## config.mk

```make
export PLATFORM = sky130hd
export DESIGN_NAME = axilite_addr_decoder
export DESIGN_NICKNAME = d
export VERILOG_FILES = /design/src/rtl/axilite_addr_decoder.sv
export SDC_FILE = /design/constraint.sdc
export NUM_CORES = 1
export LEC_CHECK = 0
export ABC_AREA = 1
export ABC_CLOCK_PERIOD_IN_PS = 4230
export CAP_MARGIN = 20
export CORE_AREA = 2 2 173 175
export DETAILED_ROUTE_END_ITERATION = 10
export DIE_AREA = 0 0 175 177
export HOLD_SLACK_MARGIN = 0.15
export REMOVE_ABC_BUFFERS = 1
export SKIP_LAST_GASP = 1
export SYNTH_ARGS = -nofsm -noshare
export SYNTH_HDL_FRONTEND = slang
export SYNTH_SLANG_ARGS = --single-unit
```

## constraint.sdc

```tcl
create_clock -name aclk -period 4.23 [get_ports aclk]
set_input_delay 0.6345 -clock aclk [delete_from_list [all_inputs] [get_ports aclk]]
set_output_delay 0.6345 -clock aclk [all_outputs]
set_load 0.02 [all_outputs]
```

## src/rtl/axilite_addr_decoder.sv

```systemverilog
// 1-master to 2-slave AXI4-Lite router; unmapped addresses complete locally with DECERR.
// Optional slave watchdog (SLVERR on stall) enabled by defining AXILITE_DECODER_TIMEOUT_EN.
module axilite_addr_decoder #(
    parameter int unsigned        ADDR_W         = 32,
    parameter int unsigned        DATA_W         = 32,
    parameter logic [ADDR_W-1:0]  S0_BASE        = 32'h4060_0000,
    parameter logic [ADDR_W-1:0]  S0_MASK        = 32'hFFFF_0000,
    parameter logic [ADDR_W-1:0]  S1_BASE        = 32'h4000_0000,
    parameter logic [ADDR_W-1:0]  S1_MASK        = 32'hFFFF_0000,
    parameter int unsigned        TIMEOUT_CYCLES = 1024
) (
    input  logic                  aclk,
    input  logic                  aresetn,
    input  logic [ADDR_W-1:0]     s_axi_awaddr,
    input  logic                  s_axi_awvalid,
    output logic                  s_axi_awready,
    input  logic [DATA_W-1:0]     s_axi_wdata,
    input  logic [DATA_W/8-1:0]   s_axi_wstrb,
    input  logic                  s_axi_wvalid,
    output logic                  s_axi_wready,
    output logic [1:0]            s_axi_bresp,
    output logic                  s_axi_bvalid,
    input  logic                  s_axi_bready,
    input  logic [ADDR_W-1:0]     s_axi_araddr,
    input  logic                  s_axi_arvalid,
    output logic                  s_axi_arready,
    output logic [DATA_W-1:0]     s_axi_rdata,
    output logic [1:0]            s_axi_rresp,
    output logic                  s_axi_rvalid,
    input  logic                  s_axi_rready,
    output logic [ADDR_W-1:0]     m0_axi_awaddr,
    output logic                  m0_axi_awvalid,
    input  logic                  m0_axi_awready,
    output logic [DATA_W-1:0]     m0_axi_wdata,
    output logic [DATA_W/8-1:0]   m0_axi_wstrb,
    output logic                  m0_axi_wvalid,
    input  logic                  m0_axi_wready,
    input  logic [1:0]            m0_axi_bresp,
    input  logic                  m0_axi_bvalid,
    output logic                  m0_axi_bready,
    output logic [ADDR_W-1:0]     m0_axi_araddr,
    output logic                  m0_axi_arvalid,
    input  logic                  m0_axi_arready,
    input  logic [DATA_W-1:0]     m0_axi_rdata,
    input  logic [1:0]            m0_axi_rresp,
    input  logic                  m0_axi_rvalid,
    output logic                  m0_axi_rready,
    output logic [ADDR_W-1:0]     m1_axi_awaddr,
    output logic                  m1_axi_awvalid,
    input  logic                  m1_axi_awready,
    output logic [DATA_W-1:0]     m1_axi_wdata,
    output logic [DATA_W/8-1:0]   m1_axi_wstrb,
    output logic                  m1_axi_wvalid,
    input  logic                  m1_axi_wready,
    input  logic [1:0]            m1_axi_bresp,
    input  logic                  m1_axi_bvalid,
    output logic                  m1_axi_bready,
    output logic [ADDR_W-1:0]     m1_axi_araddr,
    output logic                  m1_axi_arvalid,
    input  logic                  m1_axi_arready,
    input  logic [DATA_W-1:0]     m1_axi_rdata,
    input  logic [1:0]            m1_axi_rresp,
    input  logic                  m1_axi_rvalid,
    output logic                  m1_axi_rready
);

    localparam int unsigned STRB_W = DATA_W / 8;
    localparam logic [1:0] RESP_SLVERR = 2'b10;
    localparam logic [1:0] RESP_DECERR = 2'b11;

    typedef enum logic [2:0] {
        IDLE, W_FWD, W_RESP, B_OUT, R_FWD, R_WAIT, R_OUT
    } state_e;

    state_e              state_q, state_d;
    logic                sel_q, sel_d;
    logic                awready_q, awready_d;
    logic                wready_q, wready_d;
    logic                arready_q, arready_d;
    logic                aw_done_q, aw_done_d;
    logic                w_done_q, w_done_d;
    logic [ADDR_W-1:0]   addr_q, addr_d;
    logic [DATA_W-1:0]   wdata_q, wdata_d;
    logic [STRB_W-1:0]   wstrb_q, wstrb_d;
    logic [1:0]          bresp_q, bresp_d;
    logic [1:0]          rresp_q, rresp_d;
    logic [DATA_W-1:0]   rdata_q, rdata_d;

    logic aw_hit0, aw_hit1, ar_hit0, ar_hit1;
    assign aw_hit0 = (s_axi_awaddr & S0_MASK) == S0_BASE;
    assign aw_hit1 = (s_axi_awaddr & S1_MASK) == S1_BASE;
    assign ar_hit0 = (s_axi_araddr & S0_MASK) == S0_BASE;
    assign ar_hit1 = (s_axi_araddr & S1_MASK) == S1_BASE;

    logic              sl_awready, sl_wready, sl_bvalid, sl_arready, sl_rvalid;
    logic [1:0]        sl_bresp, sl_rresp;
    logic [DATA_W-1:0] sl_rdata;
    assign sl_awready = sel_q ? m1_axi_awready : m0_axi_awready;
    assign sl_wready  = sel_q ? m1_axi_wready  : m0_axi_wready;
    assign sl_bvalid  = sel_q ? m1_axi_bvalid  : m0_axi_bvalid;
    assign sl_bresp   = sel_q ? m1_axi_bresp   : m0_axi_bresp;
    assign sl_arready = sel_q ? m1_axi_arready : m0_axi_arready;
    assign sl_rvalid  = sel_q ? m1_axi_rvalid  : m0_axi_rvalid;
    assign sl_rresp   = sel_q ? m1_axi_rresp   : m0_axi_rresp;
    assign sl_rdata   = sel_q ? m1_axi_rdata   : m0_axi_rdata;

`ifdef AXILITE_DECODER_TIMEOUT_EN
    localparam int unsigned CNT_W = $clog2(TIMEOUT_CYCLES + 1);
    logic [CNT_W-1:0] tmo_q, tmo_d;
    logic             busy, tmo_hit;
    assign busy    = state_q inside {W_FWD, W_RESP, R_FWD, R_WAIT};
    assign tmo_hit = busy && (tmo_q == CNT_W'(TIMEOUT_CYCLES - 1));
    assign tmo_d   = busy ? tmo_q + 1'b1 : '0;

    always_ff @(posedge aclk or negedge aresetn) begin
        if (!aresetn) tmo_q <= '0;
        else          tmo_q <= tmo_d;
    end
`else
    logic unused_tmo;
    assign unused_tmo = (TIMEOUT_CYCLES != 0);
`endif

    always_ff @(posedge aclk or negedge aresetn) begin
        if (!aresetn) begin
            state_q   <= IDLE;
            sel_q     <= 1'b0;
            awready_q <= 1'b0;
            wready_q  <= 1'b0;
            arready_q <= 1'b0;
            aw_done_q <= 1'b0;
            w_done_q  <= 1'b0;
            addr_q    <= '0;
            wdata_q   <= '0;
            wstrb_q   <= '0;
            bresp_q   <= '0;
            rresp_q   <= '0;
            rdata_q   <= '0;
        end else begin
            state_q   <= state_d;
            sel_q     <= sel_d;
            awready_q <= awready_d;
            wready_q  <= wready_d;
            arready_q <= arready_d;
            aw_done_q <= aw_done_d;
            w_done_q  <= w_done_d;
            addr_q    <= addr_d;
            wdata_q   <= wdata_d;
            wstrb_q   <= wstrb_d;
            bresp_q   <= bresp_d;
            rresp_q   <= rresp_d;
            rdata_q   <= rdata_d;
        end
    end

    // Ready pulses are registered: they rise the cycle after the request is
    // seen and the handshake edge is the one that latches the transaction.
    always_comb begin
        state_d   = state_q;
        sel_d     = sel_q;
        awready_d = 1'b0;
        wready_d  = 1'b0;
        arready_d = 1'b0;
        aw_done_d = aw_done_q;
        w_done_d  = w_done_q;
        addr_d    = addr_q;
        wdata_d   = wdata_q;
        wstrb_d   = wstrb_q;
        bresp_d   = bresp_q;
        rresp_d   = rresp_q;
        rdata_d   = rdata_q;
        unique case (state_q)
            IDLE: begin
                if (awready_q) begin
                    addr_d    = s_axi_awaddr;
                    wdata_d   = s_axi_wdata;
                    wstrb_d   = s_axi_wstrb;
                    aw_done_d = 1'b0;
                    w_done_d  = 1'b0;
                    if (aw_hit0 || aw_hit1) begin
                        sel_d   = !aw_hit0;
                        state_d = W_FWD;
                    end else begin
                        bresp_d = RESP_DECERR;
                        state_d = B_OUT;
                    end
                end else if (arready_q) begin
                    addr_d = s_axi_araddr;
                    if (ar_hit0 || ar_hit1) begin
                        sel_d   = !ar_hit0;
                        state_d = R_FWD;
                    end else begin
                        rresp_d = RESP_DECERR;
                        rdata_d = '0;
                        state_d = R_OUT;
                    end
                end else if (s_axi_awvalid && s_axi_wvalid) begin
                    awready_d = 1'b1;
                    wready_d  = 1'b1;
                end else if (s_axi_arvalid) begin
                    arready_d = 1'b1;
                end
            end
            W_FWD: begin
                if (sl_awready) aw_done_d = 1'b1;
                if (sl_wready)  w_done_d  = 1'b1;
                if ((aw_done_q || sl_awready) && (w_done_q || sl_wready))
                    state_d = W_RESP;
            end
            W_RESP: begin
                if (sl_bvalid) begin
                    bresp_d = sl_bresp;
                    state_d = B_OUT;
                end
            end
            B_OUT: begin
                if (s_axi_bready) state_d = IDLE;
            end
            R_FWD: begin
                if (sl_arready) state_d = R_WAIT;
            end
            R_WAIT: begin
                if (sl_rvalid) begin
                    rdata_d = sl_rdata;
                    rresp_d = sl_rresp;
                    state_d = R_OUT;
                end
            end
            R_OUT: begin
                if (s_axi_rready) state_d = IDLE;
            end
            default: state_d = IDLE;
        endcase
`ifdef AXILITE_DECODER_TIMEOUT_EN
        if (tmo_hit) begin
            if (state_q == W_FWD || state_q == W_RESP) begin
                bresp_d = RESP_SLVERR;
                state_d = B_OUT;
            end else begin
                rresp_d = RESP_SLVERR;
                rdata_d = '0;
                state_d = R_OUT;
            end
        end
`endif
    end

    always_comb begin
        m0_axi_awvalid = 1'b0;
        m0_axi_wvalid  = 1'b0;
        m0_axi_bready  = 1'b0;
        m0_axi_arvalid = 1'b0;
        m0_axi_rready  = 1'b0;
        m1_axi_awvalid = 1'b0;
        m1_axi_wvalid  = 1'b0;
        m1_axi_bready  = 1'b0;
        m1_axi_arvalid = 1'b0;
        m1_axi_rready  = 1'b0;
        unique case (state_q)
            W_FWD: begin
                m0_axi_awvalid = !sel_q && !aw_done_q;
                m1_axi_awvalid =  sel_q && !aw_done_q;
                m0_axi_wvalid  = !sel_q && !w_done_q;
                m1_axi_wvalid  =  sel_q && !w_done_q;
            end
            W_RESP: begin
                m0_axi_bready = !sel_q;
                m1_axi_bready =  sel_q;
            end
            R_FWD: begin
                m0_axi_arvalid = !sel_q;
                m1_axi_arvalid =  sel_q;
            end
            R_WAIT: begin
                m0_axi_rready = !sel_q;
                m1_axi_rready =  sel_q;
            end
            default: ;
        endcase
    end

    assign s_axi_awready = awready_q;
    assign s_axi_wready  = wready_q;
    assign s_axi_arready = arready_q;
    assign s_axi_bvalid  = (state_q == B_OUT);
    assign s_axi_bresp   = bresp_q;
    assign s_axi_rvalid  = (state_q == R_OUT);
    assign s_axi_rresp   = rresp_q;
    assign s_axi_rdata   = rdata_q;

    assign m0_axi_awaddr = addr_q;
    assign m0_axi_araddr = addr_q;
    assign m0_axi_wdata  = wdata_q;
    assign m0_axi_wstrb  = wstrb_q;
    assign m1_axi_awaddr = addr_q;
    assign m1_axi_araddr = addr_q;
    assign m1_axi_wdata  = wdata_q;
    assign m1_axi_wstrb  = wstrb_q;

endmodule

```

* Word level (Yosys, flattened, before mapping) *
Index checks and enable logic that the tools add are counted.

word-level totals
  output and inout bits = 251
  input bits = 189
  word-level logic and storage cells = 129
  bits in registers = 112

cells by class
  muxes and demuxes = 63
  reductions and logical operators = 29
  equality and inequality tests = 25

operators by type and width
  kind                                                    count
  two-way mux 32 bit                                      7
  == test 16 x 15 -> 1 bit (second input constant)        4
  one-hot mux 32 bit (2 select lines)                     1
  two-way mux 1 bit                                       31
  two-way mux 3 bit                                       8
  two-way mux 2 bit                                       11
  inequality test 2 bit (second input constant)           11
  one-hot mux 3 bit (7 select lines)                      1
  nonzero test 2 bit                                      5
  == test 3 bit (second input constant)                   3
  one-hot mux 2 bit (2 select lines)                      2
  AND reduction 4 bit                                     2
  AND reduction 7 bit                                     1
  == test 3 x 2 -> 1 bit (second input constant)          2
  logical AND 1 bit                                       6
  inequality test 2 x 1 -> 1 bit (second input constant)  3
  AND reduction 3 bit                                     2
  zero test 1 bit                                         5
  AND reduction 5 bit                                     1
  logical OR 1 bit                                        4
  one-hot mux 1 bit (2 select lines)                      2
  AND reduction 2 bit                                     2
  == test 3 x 1 -> 1 bit (second input constant)          1
  zero test 3 bit                                         1
  inequality test 3 bit (second input constant)           1

* Depth between registers and ports, before layout *
  depth after elaboration = 6
  mapped depth = 12
  mapped depth without buffers = 12

* Worst setup path before layout *
Ideal clock, no wire load.

  kind = reg2out
  from = reg state_q[0]
  to = out m0_axi_awvalid
  arrival time = 1.421 ns
  cell stages (with the launch flop) = 5
  required time = 3.595 ns
  buffers on the path = 0
  setup slack = 2.175 ns
  cell sequence = dfrtp_1 -> inv_1 -> nor3_1 -> inv_1 -> nor3_1

on the way
  longest elaborated chain between the ends = 2

ends and longest elaborated chain
  item                    line  text
  from (decl)             75    state_e state_q, state_d;
  from (signal assigned)  140   state_q <= state_d;
  == test 3 x 1 -> 1 bit  259   unique case (state_q)
  two-way mux 1 bit       259
  to (decl)               32    output logic m0_axi_awvalid,

No other way between the ends.

* Worst setup path after layout *
  from = reg state_q[0]
  to = out m0_axi_wvalid

on the way
  longest elaborated chain between the ends = 2

ends and longest elaborated chain
  item                    line  text
  == test 3 x 1 -> 1 bit  259
  two-way mux 1 bit       259
  to (decl)               36    output logic m0_axi_wvalid,

No other way between the ends.

==> results.txt <==
Congestion Overflow GR: 0
worst-case clock buffer depth: 2
Yosys reg bits: 112
placed cells: 1470
IO Pins: 440
Worst EP arrival: 2560 ps
Routed Antenna Nets: 0
NumNets Final: 1280
setup tns final: 0 ps
min cycle time layout: 3190 ps
site row count: 63
RSZ-0062 raised after global routing: no
worst-margin pin slew: 915 ps
vias in the first global route: 5911
Max stage delay on crit path: 640 ps
Iteration-0 DRC Markers: 338
wire per inst: 15.7 microns
Synth Instances: 809
Layout Skew: 11.5 ps
CP Cell Sequence: inv_1 > nor3_1 > inv_1 > nor3_1 > clkdlybuf4s50_1
Slew headroom: 0.388
Final Hold Viols: 0
Synth cell types: 27
share of cells above drive strength 1: 0.0703
1st-pass router iterations: 4
CTS resizes: 0
period utilisation layout: 0.755
via density per instance: 4.20
status: finished clean
crit-path max FO: 6
synthesized area per cell: 8.10 sq um
final WL: 23400 microns
largest net degree at the start of global routing: 69
Max-Cap Viols: 0
register area share after synthesis: 0.428
Clk pin slew, worst setup/hold paths: 80 ps
Setup-failing EPs final: 0
Die Y: 177 microns
CP required: 3600 ps
initial antenna violation count: 2
GPL Wtd Cong: 0.836
setup repair bufs after CTS: 0
Hold Crit Class: input port to async pin
Initial Util: 0.224
slowest stage cell, crit path: clkdlybuf4s50_1
Cell Count, Final, Fillers Out: 1487
maximum VDD drop: 0.348 mV
crit end category: output port
first-pass GRT wire length: 35000 microns
via count: 6246
area of the die: 31000 sq um
yosys warns: 0
TritonCTS clock tree: yes
PwrDens: 762 nW/um^2
CTS Buf Count: 9
Startpoint Class: flip-flop
clk sinks: 112
die width: 175 microns
clock latency on the worst-skew pair: 360 ps
maximum clock frequency: 313 MHz
WS Path Type: flip-flop to output port
clk root buf: clkbuf_16
# port buffers: 439
dpl hpwl: 18000 microns
post-route DRC violation count: 0
Mapped Area: 6550 sq um
floorplan core area: 29200 sq um
hold buffer count at cts: 0
Layout Area Growth over Synthesis: 62.0%
Overall Global Routing Usage: 0.145
Leak: 4.37 nW
H-tree Lvls: 3
Slew Limit Fails: 0
==> through the flow <==
| stage | hold slack, ps | cell area, sq um | util | worst slack (ps) | total power [mW] |
|---|---|---|---|---|---|
| 2_1_floorplan | 339 | 5340 | - | 607 | 4.35 |
| 3_3_place_gp | 461 | 10300 | 0.352 | 1380 | 7.17 |
| 3_5_place_dp | 466 | 10300 | 0.352 | 1400 | 7.21 |
| 4_1_cts | 335 | 10600 | 0.363 | 1000 | 8.20 |
| 5_1_grt | 362 | 10600 | 0.363 | 858 | 8.57 |
| 6_report | 314 | 10600 | 0.363 | 1040 | 8.08 |
==> metal layers <==
layer / up-vias / track usage / routed length, microns
li1: 3069 / - / -
met1: 2925 / 0.185 / 10000
met2: 240 / 0.252 / 11800
met3: 10 / 0.0311 / 1430
met4: 2 / 0.0309 / 159
met5: - / 0 / 8
==> cell type report <==
| type | instances | area, sq um |
|---|---|---|
| sequential | 112 | 2800 |
| antenna | 1 | 2.50 |
| timing repair buffer | 446 | 4460 |
| clock inverter | 6 | 83.8 |
| tap | 390 | 488 |
| multi-input combinational | 492 | 2430 |
| inverter | 30 | 113 |
| fill | 2989 | 18600 |
| clock buffer | 10 | 239 |
==> worst paths after layout <==
kind | startpoint | endpoint | slack [ps] | cells after the start
worst max-delay path | state_q[0] | m0_axi_wvalid | 1040 | 5
worst min-delay path | aresetn | m0_axi_araddr[30] | 310 | 1
worst max register to register | state_q[2] | s_axi_rdata[11] | 1570 | 8
worst min register to register | s_axi_bresp[0] | s_axi_bresp[0] | 480 | 2
max in group asynchronous | aresetn | m0_axi_wdata[8] | 3130 | 2
min in group aclk | s_axi_bresp[0] | s_axi_bresp[0] | 480 | 2
==> registers in the layout, indices dropped and copies added, names as in the netlist <==
name           count
w_done_q           1
s_axi_bresp        2
s_axi_wready       1
s_axi_arready      1
m0_axi_wdata      32
aw_done_q          1
state_q            3
sel_q              1
s_axi_rdata       32
m0_axi_wstrb       4
s_axi_rresp        2
m0_axi_araddr     32
==> where the power goes <==
part / internal, mW / switching (mW)
Clock: 0.494 / 0.459
Combinational: 2.35 / 2.71
Sequential: 1.54 / 0.528
Total: 4.38 / 3.70
==> kinds of logic after synthesis <==
group / share of synthesized area
compound gates: 0.148
flops: 0.428
simple gates: 0.221
buf+inv: 0.203
==> synthesized netlist by cell type <==
| cell type | instances | area share |
|---|---|---|
| a21oi_1 | 4 | 0.0031 |
| buf_8 | 2 | 0.0046 |
| nand3b_1 | 1 | 0.0011 |
| o22ai_1 | 3 | 0.0029 |
| nor2_1 | 83 | 0.048 |
| buf_6 | 1 | 0.0017 |
| nand2_1 | 216 | 0.12 |
| inv_2 | 5 | 0.0029 |
| o21ai_1 | 5 | 0.0038 |
| o41ai_1 | 22 | 0.029 |
| o21a_1 | 10 | 0.011 |
| nand4_1 | 5 | 0.0048 |
| dfrtp_1 | 112 | 0.43 |
| buf_4 | 135 | 0.15 |
| clkbuf_1 | 19 | 0.011 |
| buf_2 | 18 | 0.014 |
| nor2_2 | 4 | 0.0038 |
| nand3_2 | 2 | 0.0031 |
| o21ai_0 | 43 | 0.033 |
| o21ai_2 | 21 | 0.028 |
| nor3_1 | 7 | 0.0053 |
| nand3_1 | 14 | 0.011 |
| nand2_4 | 1 | 0.0017 |
| nor2_4 | 2 | 0.0034 |
| nand2_2 | 17 | 0.016 |
| a22oi_1 | 32 | 0.037 |
| inv_1 | 25 | 0.014 |
==> worst max-delay path: cells and delay by family (launching register included) <==
kind / cells / cell delay (ps)
buf+inv: 3 / 990
flops: 1 / 490
simple gates: 2 / 730
==> cell usage in the layout, fill, tap and decap left out, types with 2 or more instances in the layout <==
| cell type | instances |
|---|---|
| nor2_1 | 82 |
| inv_6 | 3 |
| a22oi_1 | 32 |
| nand2_2 | 17 |
| nor3_1 | 7 |
| inv_2 | 5 |
| nand4_1 | 5 |
| o21ai_1 | 5 |
| nand3_1 | 14 |
| clkdlybuf4s50_1 | 438 |
| o21ai_2 | 21 |
| o21ai_0 | 43 |
| inv_1 | 25 |
| buf_4 | 7 |
| nand3_2 | 2 |
| nor2_2 | 4 |
| nand2_1 | 216 |
| nor2_4 | 3 |
| clkbuf_16 | 9 |
| o21a_1 | 10 |
| a21oi_1 | 4 |
| o22ai_1 | 3 |
| o41ai_1 | 22 |
| dfrtp_1 | 112 |
No activity file was read; power rests on OpenSTA's default activity.
